<file path="config.mk">
export PLATFORM = sky130hd
export DESIGN_NAME = l2_cache_plru_tree_flat
export DESIGN_NICKNAME = d
export VERILOG_FILES = /design/src/rtl/l2_cache_plru_tree_if.sv /design/src/rtl/l2_cache_plru_tree.sv /design/src/flat_wrapper.sv
export SDC_FILE = /design/constraint.sdc
export NUM_CORES = 2
export LEC_CHECK = 0
export ABC_CLOCK_PERIOD_IN_PS = 36100
export BUFFER_PORTS_ARGS = -buffer_cell sky130_fd_sc_hd__buf_2
export CORE_MARGIN = 3
export CORE_UTILIZATION = 40
export CTS_BUF_LIST = sky130_fd_sc_hd__clkbuf_8
export CTS_CLUSTER_DIAMETER = 150
export DETAILED_ROUTE_END_ITERATION = 10
export MAX_ROUTING_LAYER = met4
export PLACE_DENSITY = 0.52
export SLEW_MARGIN = 25
export SYNTH_ARGS = -nofsm -noshare
export SYNTH_HDL_FRONTEND = slang
export SYNTH_SLANG_ARGS = --single-unit
</file>
<file path="constraint.sdc">
create_clock -name clk_i -period 36.1 [get_ports clk_i]
set_input_delay 0 -clock clk_i [delete_from_list [all_inputs] [get_ports clk_i]]
set_output_delay 0 -clock clk_i [all_outputs]
set_load 0.005 [all_outputs]
</file>
<file path="src/rtl/l2_cache_plru_tree_if.sv">
// l2_cache_plru_tree_if
//   Bundles the L2 controller <-> PLRU engine signals.
//   master : L2 controller (drives clear/touch/victim request, receives victim result)
//   slave  : PLRU engine
//
//   Handshake semantics: there is no ready. touch_valid_i and victim_req_i
//   are accepted at every rising edge where they are 1. Every accepted victim
//   request produces exactly one victim_valid_o pulse in the following cycle.
//   victim_way_o/victim_none_o are meaningful only while victim_valid_o=1.
//   Indices and masks are don't-care while their valid/req is 0.
//
//   Signals:
//     clear_i        flush all tree state
//     touch_valid_i  record an access to (touch_index_i, touch_way_i)
//     victim_req_i   request a victim for victim_index_i using valid/lock masks
//     victim_valid_o 1-cycle result pulse
//     victim_way_o   chosen way (0 when victim_none_o)
//     victim_none_o  every way locked
interface l2_cache_plru_tree_if #(
  parameter int WAYS = 8,
  parameter int SETS = 128
);
  localparam int WAY_W = $clog2(WAYS);
  localparam int IDX_W = $clog2(SETS);

  logic             clear_i;
  logic             touch_valid_i;
  logic [IDX_W-1:0] touch_index_i;
  logic [WAY_W-1:0] touch_way_i;
  logic             victim_req_i;
  logic [IDX_W-1:0] victim_index_i;
  logic [WAYS-1:0]  valid_mask_i;
  logic [WAYS-1:0]  lock_mask_i;
  logic             victim_valid_o;
  logic [WAY_W-1:0] victim_way_o;
  logic             victim_none_o;

  modport master (
    output clear_i, touch_valid_i, touch_index_i, touch_way_i,
    output victim_req_i, victim_index_i, valid_mask_i, lock_mask_i,
    input  victim_valid_o, victim_way_o, victim_none_o
  );

  modport slave (
    input  clear_i, touch_valid_i, touch_index_i, touch_way_i,
    input  victim_req_i, victim_index_i, valid_mask_i, lock_mask_i,
    output victim_valid_o, victim_way_o, victim_none_o
  );
endinterface

</file>
<file path="src/rtl/l2_cache_plru_tree.sv">
// l2_cache_plru_tree
//   Tree pseudo-LRU replacement engine for the L2 cache. Keeps WAYS-1 tree
//   bits per set (heap numbered 1..WAYS-1, children 2n / 2n+1), updates the
//   path on every touch and returns a registered victim one cycle after a
//   request. Invalid unlocked ways win first; otherwise the tree walk steers
//   away from recent accesses while avoiding fully locked subtrees.
//
//   Ports:
//     clk_i  clock, all state on rising edge
//     rst_i  asynchronous active-high reset
//     bus    l2_cache_plru_tree_if.slave (touch / victim request / result)
module l2_cache_plru_tree #(
  parameter int WAYS = 8,
  parameter int SETS = 128
) (
  input logic                 clk_i,
  input logic                 rst_i,
  l2_cache_plru_tree_if.slave bus
);
  localparam int WAY_W = $clog2(WAYS);
  localparam int IDX_W = $clog2(SETS);

  typedef logic [WAYS-1:1] tree_t;

  tree_t tree_q [SETS];

  // Write the way's bits into the nodes on its root-to-leaf path.
  function automatic tree_t touch_path(tree_t t, logic [WAY_W-1:0] way);
    tree_t            r;
    int               node;
    logic [WAY_W-1:0] sh;
    r    = t;
    node = 1;
    for (int l = 0; l < WAY_W; l++) begin
      sh = way >> (WAY_W - 1 - l);
      r[WAY_W'(node)] = sh[0];
      node = 2 * node + int'(sh[0]);
    end
    return r;
  endfunction

  // Walk from the root opposite to each stored bit, unless the preferred
  // child subtree is fully locked. Caller guarantees at least one unlocked way,
  // so the non-preferred child is then always usable.
  function automatic logic [WAY_W-1:0] walk(tree_t t, logic [WAYS-1:0] lk);
    logic [WAY_W-1:0] w;
    int               node;
    int               left_pfx;
    logic             l_free;
    logic             r_free;
    logic             down;
    w    = '0;
    node = 1;
    for (int l = 0; l < WAY_W; l++) begin
      // Ways under the left child share this (l+1)-bit prefix.
      left_pfx = 2 * node - (2 << l);
      l_free   = 1'b0;
      r_free   = 1'b0;
      for (int i = 0; i < WAYS; i++) begin
        if (!lk[i] && ((i >> (WAY_W - 1 - l)) == left_pfx))     l_free = 1'b1;
        if (!lk[i] && ((i >> (WAY_W - 1 - l)) == left_pfx + 1)) r_free = 1'b1;
      end
      down = ~t[WAY_W'(node)];
      if (down && !r_free)      down = 1'b0;
      else if (!down && !l_free) down = 1'b1;
      w    = (w << 1) | WAY_W'(down);
      node = 2 * node + int'(down);
    end
    return w;
  endfunction

  // {found, way}: lowest-numbered way that is invalid and not locked.
  function automatic logic [WAY_W:0] pick_invalid(logic [WAYS-1:0] vm, logic [WAYS-1:0] lk);
    logic [WAY_W:0] r;
    r = '0;
    for (int i = WAYS - 1; i >= 0; i--) begin
      if (!vm[i] && !lk[i]) r = {1'b1, WAY_W'(i)};
    end
    return r;
  endfunction

  tree_t            cur_tree;
  logic [WAY_W:0]   inv_pick;
  logic [WAY_W-1:0] sel_way;
  logic             sel_none;
  logic             victim_valid_q;
  logic [WAY_W-1:0] victim_way_q;
  logic             victim_none_q;

  // Victim set view: cleared tree during a flush, otherwise the stored tree
  // with a same-set touch from this cycle forwarded in.
  always_comb begin
    cur_tree = tree_q[bus.victim_index_i];
    if (bus.clear_i) begin
      cur_tree = '0;
    end else if (bus.touch_valid_i && (bus.touch_index_i == bus.victim_index_i)) begin
      cur_tree = touch_path(cur_tree, bus.touch_way_i);
    end
    inv_pick = pick_invalid(bus.valid_mask_i, bus.lock_mask_i);
    sel_none = &bus.lock_mask_i;
    sel_way  = '0;
    if (inv_pick[WAY_W]) begin
      sel_way = inv_pick[WAY_W-1:0];
    end else if (!sel_none) begin
      sel_way = walk(cur_tree, bus.lock_mask_i);
    end
  end

  always_ff @(posedge clk_i or posedge rst_i) begin
    if (rst_i) begin
      for (int s = 0; s < SETS; s++) tree_q[s] <= '0;
    end else if (bus.clear_i) begin
      for (int s = 0; s < SETS; s++) tree_q[s] <= '0;
    end else if (bus.touch_valid_i) begin
      tree_q[bus.touch_index_i] <= touch_path(tree_q[bus.touch_index_i], bus.touch_way_i);
    end
  end

  // Result registers are zeroed when no request is taken so that indices
  // left floating between requests never reach the outputs.
  always_ff @(posedge clk_i or posedge rst_i) begin
    if (rst_i) begin
      victim_valid_q <= 1'b0;
      victim_way_q   <= '0;
      victim_none_q  <= 1'b0;
    end else begin
      victim_valid_q <= bus.victim_req_i;
      victim_way_q   <= bus.victim_req_i ? sel_way : '0;
      victim_none_q  <= bus.victim_req_i & sel_none;
    end
  end

  assign bus.victim_valid_o = victim_valid_q;
  assign bus.victim_way_o   = victim_way_q;
  assign bus.victim_none_o  = victim_none_q;
endmodule
</file>
<file path="src/flat_wrapper.sv">
// flat-port wrapper written by rule: the top's interface ports become plain ports
module l2_cache_plru_tree_flat 
#(
  parameter int WAYS = 8,
  parameter int SETS = 128
)
  (clk_i, rst_i, bus_clear_i, bus_touch_valid_i, bus_touch_index_i, bus_touch_way_i, bus_victim_req_i, bus_victim_index_i, bus_valid_mask_i, bus_lock_mask_i, bus_victim_valid_o, bus_victim_way_o, bus_victim_none_o);
  l2_cache_plru_tree_if #(.WAYS(WAYS), .SETS(SETS)) bus_i ();
  input logic clk_i;
  input logic rst_i;
  input wire logic [$bits(bus_i.clear_i)-1:0] bus_clear_i;
  input wire logic [$bits(bus_i.touch_valid_i)-1:0] bus_touch_valid_i;
  input wire logic [$bits(bus_i.touch_index_i)-1:0] bus_touch_index_i;
  input wire logic [$bits(bus_i.touch_way_i)-1:0] bus_touch_way_i;
  input wire logic [$bits(bus_i.victim_req_i)-1:0] bus_victim_req_i;
  input wire logic [$bits(bus_i.victim_index_i)-1:0] bus_victim_index_i;
  input wire logic [$bits(bus_i.valid_mask_i)-1:0] bus_valid_mask_i;
  input wire logic [$bits(bus_i.lock_mask_i)-1:0] bus_lock_mask_i;
  output wire logic [$bits(bus_i.victim_valid_o)-1:0] bus_victim_valid_o;
  output wire logic [$bits(bus_i.victim_way_o)-1:0] bus_victim_way_o;
  output wire logic [$bits(bus_i.victim_none_o)-1:0] bus_victim_none_o;
  assign bus_i.clear_i = bus_clear_i;
  assign bus_i.touch_valid_i = bus_touch_valid_i;
  assign bus_i.touch_index_i = bus_touch_index_i;
  assign bus_i.touch_way_i = bus_touch_way_i;
  assign bus_i.victim_req_i = bus_victim_req_i;
  assign bus_i.victim_index_i = bus_victim_index_i;
  assign bus_i.valid_mask_i = bus_valid_mask_i;
  assign bus_i.lock_mask_i = bus_lock_mask_i;
  assign bus_victim_valid_o = bus_i.victim_valid_o;
  assign bus_victim_way_o = bus_i.victim_way_o;
  assign bus_victim_none_o = bus_i.victim_none_o;
  l2_cache_plru_tree #(.WAYS(WAYS), .SETS(SETS)) u_core (.clk_i(clk_i), .rst_i(rst_i), .bus(bus_i));
endmodule
</file>
[After elaboration in Yosys (flattened, before gate mapping)]
Index checks and enable logic that the tools add are counted.
Word-level totals
  register bits: 901
  input port bits: 38
  output and inout bits: 5
  word-level logic and storage cells: 357
Operators by class
  add/sub/neg operators: 8
  $lt $le $gt $ge: 9
  equality and inequality tests: 21
  muxes and demuxes: 102
  bitwise gates (word level): 8
  reduce and logical (&&, ||, !) cells: 78
Operator list (number)
  896-bit two-way mux: 2
  896-bit bitwise mux: 1
  3-bit by 32-bit equality test with 1-bit output (first input constant): 8
  4-bit by 32-bit equality test with 1-bit output (first input constant): 8
  2-bit by 32-bit equality test with 1-bit output (first input constant): 4
  32-bit zero test: 4
  7-bit binary-select mux with 7-bit select: 2
  1-bit two-way mux: 70
  32-bit by 2-bit adder with 32-bit output (second input constant): 2
  1-bit logical AND: 50
  7-bit demux with 7-bit select: 1
  7-bit two-way mux: 7
  4-bit two-way mux: 8
  32-bit by 4-bit subtractor with 32-bit output (second input constant): 1
  32-bit by 5-bit subtractor with 32-bit output (second input constant): 1
  31-bit by 2-bit adder with 31-bit output: 1
  7-bit bitwise mux: 4
  1-bit zero test: 22
  3-bit by 5-bit less-than comparator with 1-bit output (second input constant): 4
  8-bit greater-or-equal comparator (second input constant): 2
  7-bit NOT with 8-bit output: 2
  3-bit two-way mux: 3
  8-bit by 1-bit less-than comparator with 1-bit output (second input constant): 1
  8-bit AND reduction: 1
  11 further kinds: 17

[Longest topological paths before layout]
  depth after elaboration: 61
  depth in mapped cells: 18
  gate-level depth less buffers: 13

[Worst setup path after synthesis]
No wires, ideal clock.
  path kind: register to register
  start point: reg u_core.tree_q[826] (netlist bit)
  end point: reg u_core.victim_way_q[0] (netlist: u_core.bus.victim_way_o[0])
  library setup time: 0.081 ns
  arrival: 3.599 ns
  setup slack: 32.420 ns
  stages on the path, launching flop included: 13
  clock period less this slack: 3.680 ns
  path through: dfrtp_1 > mux4_1 > a2111oi_0 > a22o_1 > o21ai_1 > nand3_2 > mux2i_2 > mux2_4 > a21o_2 > nor2_2 > mux4_2 > mux2_4 > o22ai_2
On the way
  longest elaborated chain between the ends: 54
Ends and longest elaborated chain
  start: declaration: RTL line l2_cache_plru_tree.sv:25  | tree_t tree_q [SETS];
  start signal: indexed assignment: RTL line l2_cache_plru_tree.sv:115  | tree_q[bus.touch_index_i] <= touch_path(tree_q[bus.touch_index_i], bus.touch_way_i);
  7-bit binary-select mux with 7-bit select (*): RTL line l2_cache_plru_tree.sv:93  | cur_tree = tree_q[bus.victim_index_i];
  7-bit two-way mux (implied by the code) (*) (2 in series): RTL line l2_cache_plru_tree.sv:93
  7-bit two-way mux (*): RTL line l2_cache_plru_tree.sv:96  | end else if (bus.touch_valid_i && (bus.touch_index_i == bus.victim_index_i)) begin
  7-bit two-way mux (*): RTL line l2_cache_plru_tree.sv:94  | if (bus.clear_i) begin
  1-bit logical AND / 1-bit NOT (equally long branches): RTL line l2_cache_plru_tree.sv:65, l2_cache_plru_tree.sv:63
  1-bit two-way mux / 1-bit logical AND (equally long branches): RTL line l2_cache_plru_tree.sv:65, l2_cache_plru_tree.sv:64
  1-bit two-way mux: RTL line l2_cache_plru_tree.sv:64  | if (down && !r_free) down = 1'b0;
  1-bit two-way mux: RTL line l2_cache_plru_tree.sv:104  | end else if (!sel_none) begin
  (+37 left out)
  1-bit logical AND / 1-bit two-way mux (equally long branches): RTL line l2_cache_plru_tree.sv:64, l2_cache_plru_tree.sv:65
  1-bit two-way mux (*): RTL line l2_cache_plru_tree.sv:64
  1-bit two-way mux (*): RTL line l2_cache_plru_tree.sv:104
  1-bit two-way mux (*): RTL line l2_cache_plru_tree.sv:102  | if (inv_pick[WAY_W]) begin
  3-bit by 1-bit OR with 3-bit output (*): RTL line l2_cache_plru_tree.sv:66  | w = (w << 1) | WAY_W'(down);
  3-bit two-way mux (*): RTL line l2_cache_plru_tree.sv:104
  3-bit two-way mux (*): RTL line l2_cache_plru_tree.sv:102
  3-bit two-way mux (*): RTL line l2_cache_plru_tree.sv:128  | victim_way_q <= bus.victim_req_i ? sel_way : '0;
  end signal: assignment: RTL line l2_cache_plru_tree.sv:128
  end: declaration: RTL line l2_cache_plru_tree.sv:87  | logic [WAY_W-1:0] victim_way_q;
Every way passes the cells marked *; elsewhere a longest branch is shown, timed or not. The select of a mux whose other input is x is not followed.
A chain may end at the register's enable or synchronous reset.

[Worst setup path in the final report]
  start point: in bus_victim_index_i[0]
  end point: reg u_core.victim_way_q[0] (netlist: u_core.bus.victim_way_o[0])
On the way
  longest elaborated chain between the ends: 55
Ends and longest elaborated chain
  start: declaration: RTL line flat_wrapper.sv:16  | input wire logic [$bits(bus_i.victim_index_i)-1:0] bus_victim_index_i;
  7-bit NOT with 8-bit output (implied by the code): RTL line l2_cache_plru_tree.sv:93
  7-bit binary-select mux with 7-bit select: RTL line l2_cache_plru_tree.sv:93
  7-bit two-way mux (implied by the code) (2 in series): RTL line l2_cache_plru_tree.sv:93
  7-bit two-way mux (*): RTL line l2_cache_plru_tree.sv:96
  7-bit two-way mux (*): RTL line l2_cache_plru_tree.sv:94
  1-bit logical AND / 1-bit NOT (equally long branches): RTL line l2_cache_plru_tree.sv:65, l2_cache_plru_tree.sv:63
  1-bit two-way mux / 1-bit logical AND (equally long branches): RTL line l2_cache_plru_tree.sv:65, l2_cache_plru_tree.sv:64
  1-bit two-way mux: RTL line l2_cache_plru_tree.sv:64
  (+38 left out)
  1-bit logical AND / 1-bit two-way mux (equally long branches): RTL line l2_cache_plru_tree.sv:64, l2_cache_plru_tree.sv:65
  1-bit two-way mux (*): RTL line l2_cache_plru_tree.sv:64
  1-bit two-way mux (*): RTL line l2_cache_plru_tree.sv:104
  1-bit two-way mux (*): RTL line l2_cache_plru_tree.sv:102
  3-bit by 1-bit OR with 3-bit output (*): RTL line l2_cache_plru_tree.sv:66
  3-bit two-way mux (*): RTL line l2_cache_plru_tree.sv:104
  3-bit two-way mux (*): RTL line l2_cache_plru_tree.sv:102
  3-bit two-way mux (*): RTL line l2_cache_plru_tree.sv:128
Marks and branches as above.

==> flow_results.xml <==
<?xml version="1.0" encoding="UTF-8"?>
<metrics>
  <group name="cts">
    <metric name="clockBufferDepth" unit="">3</metric>
    <metric name="worst_setup_hold_path_clk_slew" unit="ps">60</metric>
    <metric name="post_cts_resize_count" unit="">0</metric>
    <metric name="tritoncts" unit="">built</metric>
    <metric name="cts_post_setup_buffers_inserted" unit="">0</metric>
    <metric name="h-tree-depth" unit="">4</metric>
    <metric name="root_buffer" unit="">clkbuf_8</metric>
    <metric name="insertion_delay" unit="ps">820</metric>
    <metric name="number_of_buffers_created_by_cts" unit="">156</metric>
    <metric name="clkSinkCount" unit="">901</metric>
  </group>
  <group name="timing">
    <metric name="number_of_hold_slack_violations_in_the_final_timing_report" unit="">0</metric>
    <metric name="max_slew_margin" unit="">0.2965</metric>
    <metric name="period_minus_slack" unit="ps">5906</metric>
    <metric name="setup_viol_count_final" unit="">0</metric>
    <metric name="tightest_slew" unit="ps">1051</metric>
    <metric name="setup_total_negative_slack" unit="ps">0</metric>
    <metric name="slew_viol_final" unit="">0</metric>
    <metric name="layout_setup_ws" unit="ps">30190</metric>
    <metric name="timing.fmax" unit="MHz">169.3</metric>
    <metric name="clock_skew" unit="ps">31.73</metric>
    <metric name="finalCritPeriodShare" unit="">0.1636</metric>
    <metric name="rsz_0062_raised_after_global_routing" unit="">no</metric>
  </group>
  <group name="flow_run">
    <metric name="max_cap_viol_count" unit="">0</metric>
  </group>
  <group name="layout">
    <metric name="most-common-layout-cells" unit="">901 x dfrtp_1, 519 x nor2b_1, 468 x nand2_1, 363 x a21oi_1, 242 x nand3_1</metric>
    <metric name="mostFrequentLayoutCell" unit="">dfrtp_1</metric>
    <metric name="fillers" unit="">9792</metric>
    <metric name="post_route_cells_drive_above_1_share" unit="">0.1638</metric>
    <metric name="fin_util" unit="">0.4484</metric>
    <metric name="nNetsFinal" unit="">3753</metric>
    <metric name="synthToLayoutAreaGrowth" unit="%">10.33</metric>
    <metric name="finish.cell_count_without_fillers" unit="">5212</metric>
  </group>
  <group name="synthesis">
    <metric name="synthesis.yosys.warnings" unit="">0</metric>
    <metric name="async_flop_share" unit="">1.000</metric>
    <metric name="synth_cells" unit="">3790</metric>
    <metric name="syn_area_per_cell" unit="µm²">11.19</metric>
    <metric name="most_used_flip_flop_cell_after_synthesis" unit="">dfrtp_1</metric>
    <metric name="ys_types" unit="">74</metric>
    <metric name="synthesis.nets" unit="">3828</metric>
    <metric name="synth_sequential_area_ratio" unit="">0.5315</metric>
    <metric name="synth.largest_area_cell" unit="">dfrtp_1</metric>
    <metric name="synthTopCellsByArea" unit="">dfrtp_1 53%, mux4_2 12%, nor2b_1 7.7%, a21oi_1 4.3%, nand2_1 4.1%</metric>
    <metric name="synth_top_area_frac" unit="">0.5315</metric>
    <metric name="synth-edff-count" unit="">0</metric>
    <metric name="synthesis.area" unit="mm²">0.04242</metric>
    <metric name="synth-seq-cells" unit="">901</metric>
  </group>
  <group name="setup_path">
    <metric name="cp.required" unit="ps">36840</metric>
    <metric name="path_delay_family" unit="">buffers and inverters</metric>
    <metric name="cp_common_cell" unit="">buf_4</metric>
    <metric name="crit_chain" unit="">buf_8, buf_4, buf_4, mux4_1, a2111oi_0, a22o_1, o21ai_1, nand3_2, mux2i_2, buf_4, mux2_4, a21o_2, nor2_2, mux4_2, mux2_4, o22ai_2, dlygate4sd3_1</metric>
    <metric name="setup.worst_path.start_class" unit="">primary input</metric>
    <metric name="worst_path_max_delay_cell" unit="">buf_4</metric>
    <metric name="critical_path.n_buffers_inverters" unit="">5</metric>
    <metric name="worst-setup-path-type" unit="">in -&gt; reg</metric>
    <metric name="timing.critical_path.slowest_cell_delay" unit="ps">770</metric>
    <metric name="end_kind" unit="">flip-flop</metric>
    <metric name="crit_fanout" unit="">60</metric>
    <metric name="setup.worst_path.start" unit="">bus_victim_index_i[0]</metric>
    <metric name="critical_path_arrival" unit="ps">6640</metric>
    <metric name="reg2reg_from" unit="">u_core.tree_q[378]</metric>
  </group>
  <group name="floorplan">
    <metric name="start_util" unit="">0.4064</metric>
    <metric name="fp.dieArea" unit="mm²">0.1100</metric>
    <metric name="die_y" unit="µm">331.7</metric>
    <metric name="die-width" unit="µm">331.7</metric>
    <metric name="core" unit="mm²">0.1044</metric>
    <metric name="floorplan.io_pins" unit="">43</metric>
    <metric name="placementRows" unit="">118</metric>
  </group>
  <group name="power">
    <metric name="power_per_cell_area" unit="mW/mm²">44.69</metric>
    <metric name="total_leakage_power" unit="nW">19.82</metric>
    <metric name="worst_ir_drop_vdd" unit="mV">0.03198</metric>
  </group>
  <group name="routing">
    <metric name="drt-pass1-iter-count" unit="">5</metric>
    <metric name="drt_iter0_drc" unit="">2587</metric>
    <metric name="detail_route.wl_per_cell" unit="µm">22.61</metric>
    <metric name="via_per_inst" unit="">5.705</metric>
    <metric name="drt.antenna.violating_nets" unit="">0</metric>
    <metric name="drt_drc_violations_left" unit="">0</metric>
    <metric name="drt-total-wl" unit="µm">117800</metric>
    <metric name="dr_total_vias" unit="">29730</metric>
  </group>
  <group name="global_routing">
    <metric name="first_global_vias" unit="">30390</metric>
    <metric name="grt-ovfl-total" unit="">0</metric>
    <metric name="grt_use_total" unit="">0.2215</metric>
    <metric name="grt_pass1_wl" unit="µm">187300</metric>
    <metric name="initial_antenna_violation_count" unit="">5</metric>
    <metric name="grt_max_degree" unit="">162</metric>
  </group>
  <group name="worst_hold_path">
    <metric name="hold_path.class" unit="">in -&gt; reg</metric>
    <metric name="worst_hold_startpoint" unit="">bus_touch_index_i[3]</metric>
  </group>
  <group name="placement">
    <metric name="post-place-ws" unit="ps">29700</metric>
    <metric name="place_congestion" unit="">0.8169</metric>
    <metric name="portBuffers" unit="">41</metric>
    <metric name="post-dp-hpwl" unit="µm">67030</metric>
    <metric name="numPlacedInstances" unit="">4917</metric>
  </group>
  <group name="run_status">
    <metric name="run_status" unit="">finished clean</metric>
  </group>
</metrics>
[registers in the layout, summed over array words and instances (netlist names)]
| name | cells |
|---|---|
| u_core.bus.victim_way_o | 3 |
| u_core.bus.victim_valid_o | 1 |
| u_core.tree_q | 896 |
| u_core.bus.victim_none_o | 1 |
[stage by stage]
stage	hold slack, ps	power [mW]	cell area [µm²]
6_report	139.0	2.092	46800
4_1_cts	21.76	2.125	46770
3_3_place_gp	159.8	1.165	43410
3_5_place_dp	166.4	1.164	43420
2_1_floorplan	31.43	1.122	42420
5_1_grt	88.87	2.180	46800
[area by class of cell]
type | instances | area (µm²) | area share
inverters | 7 | 38.79 | 0.0008287
repair buffers | 131 | 1013 | 0.02165
clock buffers | 201 | 2766 | 0.05911
flip-flops and latches | 901 | 22550 | 0.4817
multi-input cells | 2518 | 18310 | 0.3913
clock inverters | 69 | 385.4 | 0.008234
diodes | 5 | 12.51 | 0.0002673
well taps | 1380 | 1727 | 0.03689
[where the power goes]
part	internal [mW]	switching [mW]
registers	1.01	0.000729
clock network	0.518	0.427
logic	0.0288	0.106
total	1.56	0.533
[final timing paths]
path                                              end  slack (ps)  depth (start not counted)
max reg2reg                u_core.bus.victim_way_o[0]       31010                         15
min                                u_core.tree_q[217]         140                          5
max in group asynchronous          u_core.tree_q[205]       32520                          7
max                        u_core.bus.victim_way_o[0]       30190                         17
min in group asynchronous          u_core.tree_q[413]         540                          4
min reg2reg                        u_core.tree_q[250]         490                          1
[worst register-to-register path: stages (launching register included)]
cell           delay, ps
dfrtp_1              380
mux4_1               510
mux2i_1              330
mux2i_1              240
o21ai_1              330
o2111ai_2            320
nand3_2              220
mux2i_2              220
buf_4                220
mux2_4               360
a21o_2               230
nor2_2               180
mux4_2               520
mux2_4               270
o22ai_2              120
dlygate4sd3_1        550
[Yosys cell counts, types with 4 or more instances]
cell	instances
dfrtp_1	901
nor2b_1	519
nand2_1	468
a21oi_1	363
clkbuf_1	265
nand3_1	243
mux4_2	231
o21ai_0	144
nor2_1	115
a22oi_1	114
mux2i_1	83
buf_2	42
nand4_1	29
buf_1	23
buf_4	19
mux4_1	15
a22o_1	14
nor3_1	14
a221oi_1	13
and2_1	12
buf_6	11
a31oi_1	10
nand2b_1	10
and3_1	8
o22ai_1	8
mux2_2	7
xnor2_1	7
a211oi_1	6
a311oi_1	6
a2111oi_0	5
buf_12	4
inv_1	4
nand3b_1	4
nor4_1	4
o211ai_1	4
o21ai_1	4
o2bb2ai_1	4
or2_2	4
[what timing repair did]
action / CTS / global route
hold endpoints to repair: 275 / 0
setup endpoints to repair: 0 / 0
hold buffers: 20 / 0
[logic make-up (layout without fill, tap and decap cells)]
family,count (synthesis),after routing,synth area share
buffers and inverters,371,408,0.03929
AND/OR/NAND/NOR,1454,1454,0.1740
XOR/XNOR,7,7,0.001445
AO/OA/AOI/OAI,715,715,0.09825
other,0,5,0
multiplexers,342,342,0.1555
flip-flops,901,901,0.5315
[routing by layer]
metal / share of wire / GRT usage
met5: 0 / -
met4: 0.028 / 0.07335
met3: 0.057 / 0.03956
met2: 0.45 / 0.3245
met1: 0.46 / 0.3129
(Power assumes the default switching activity.)
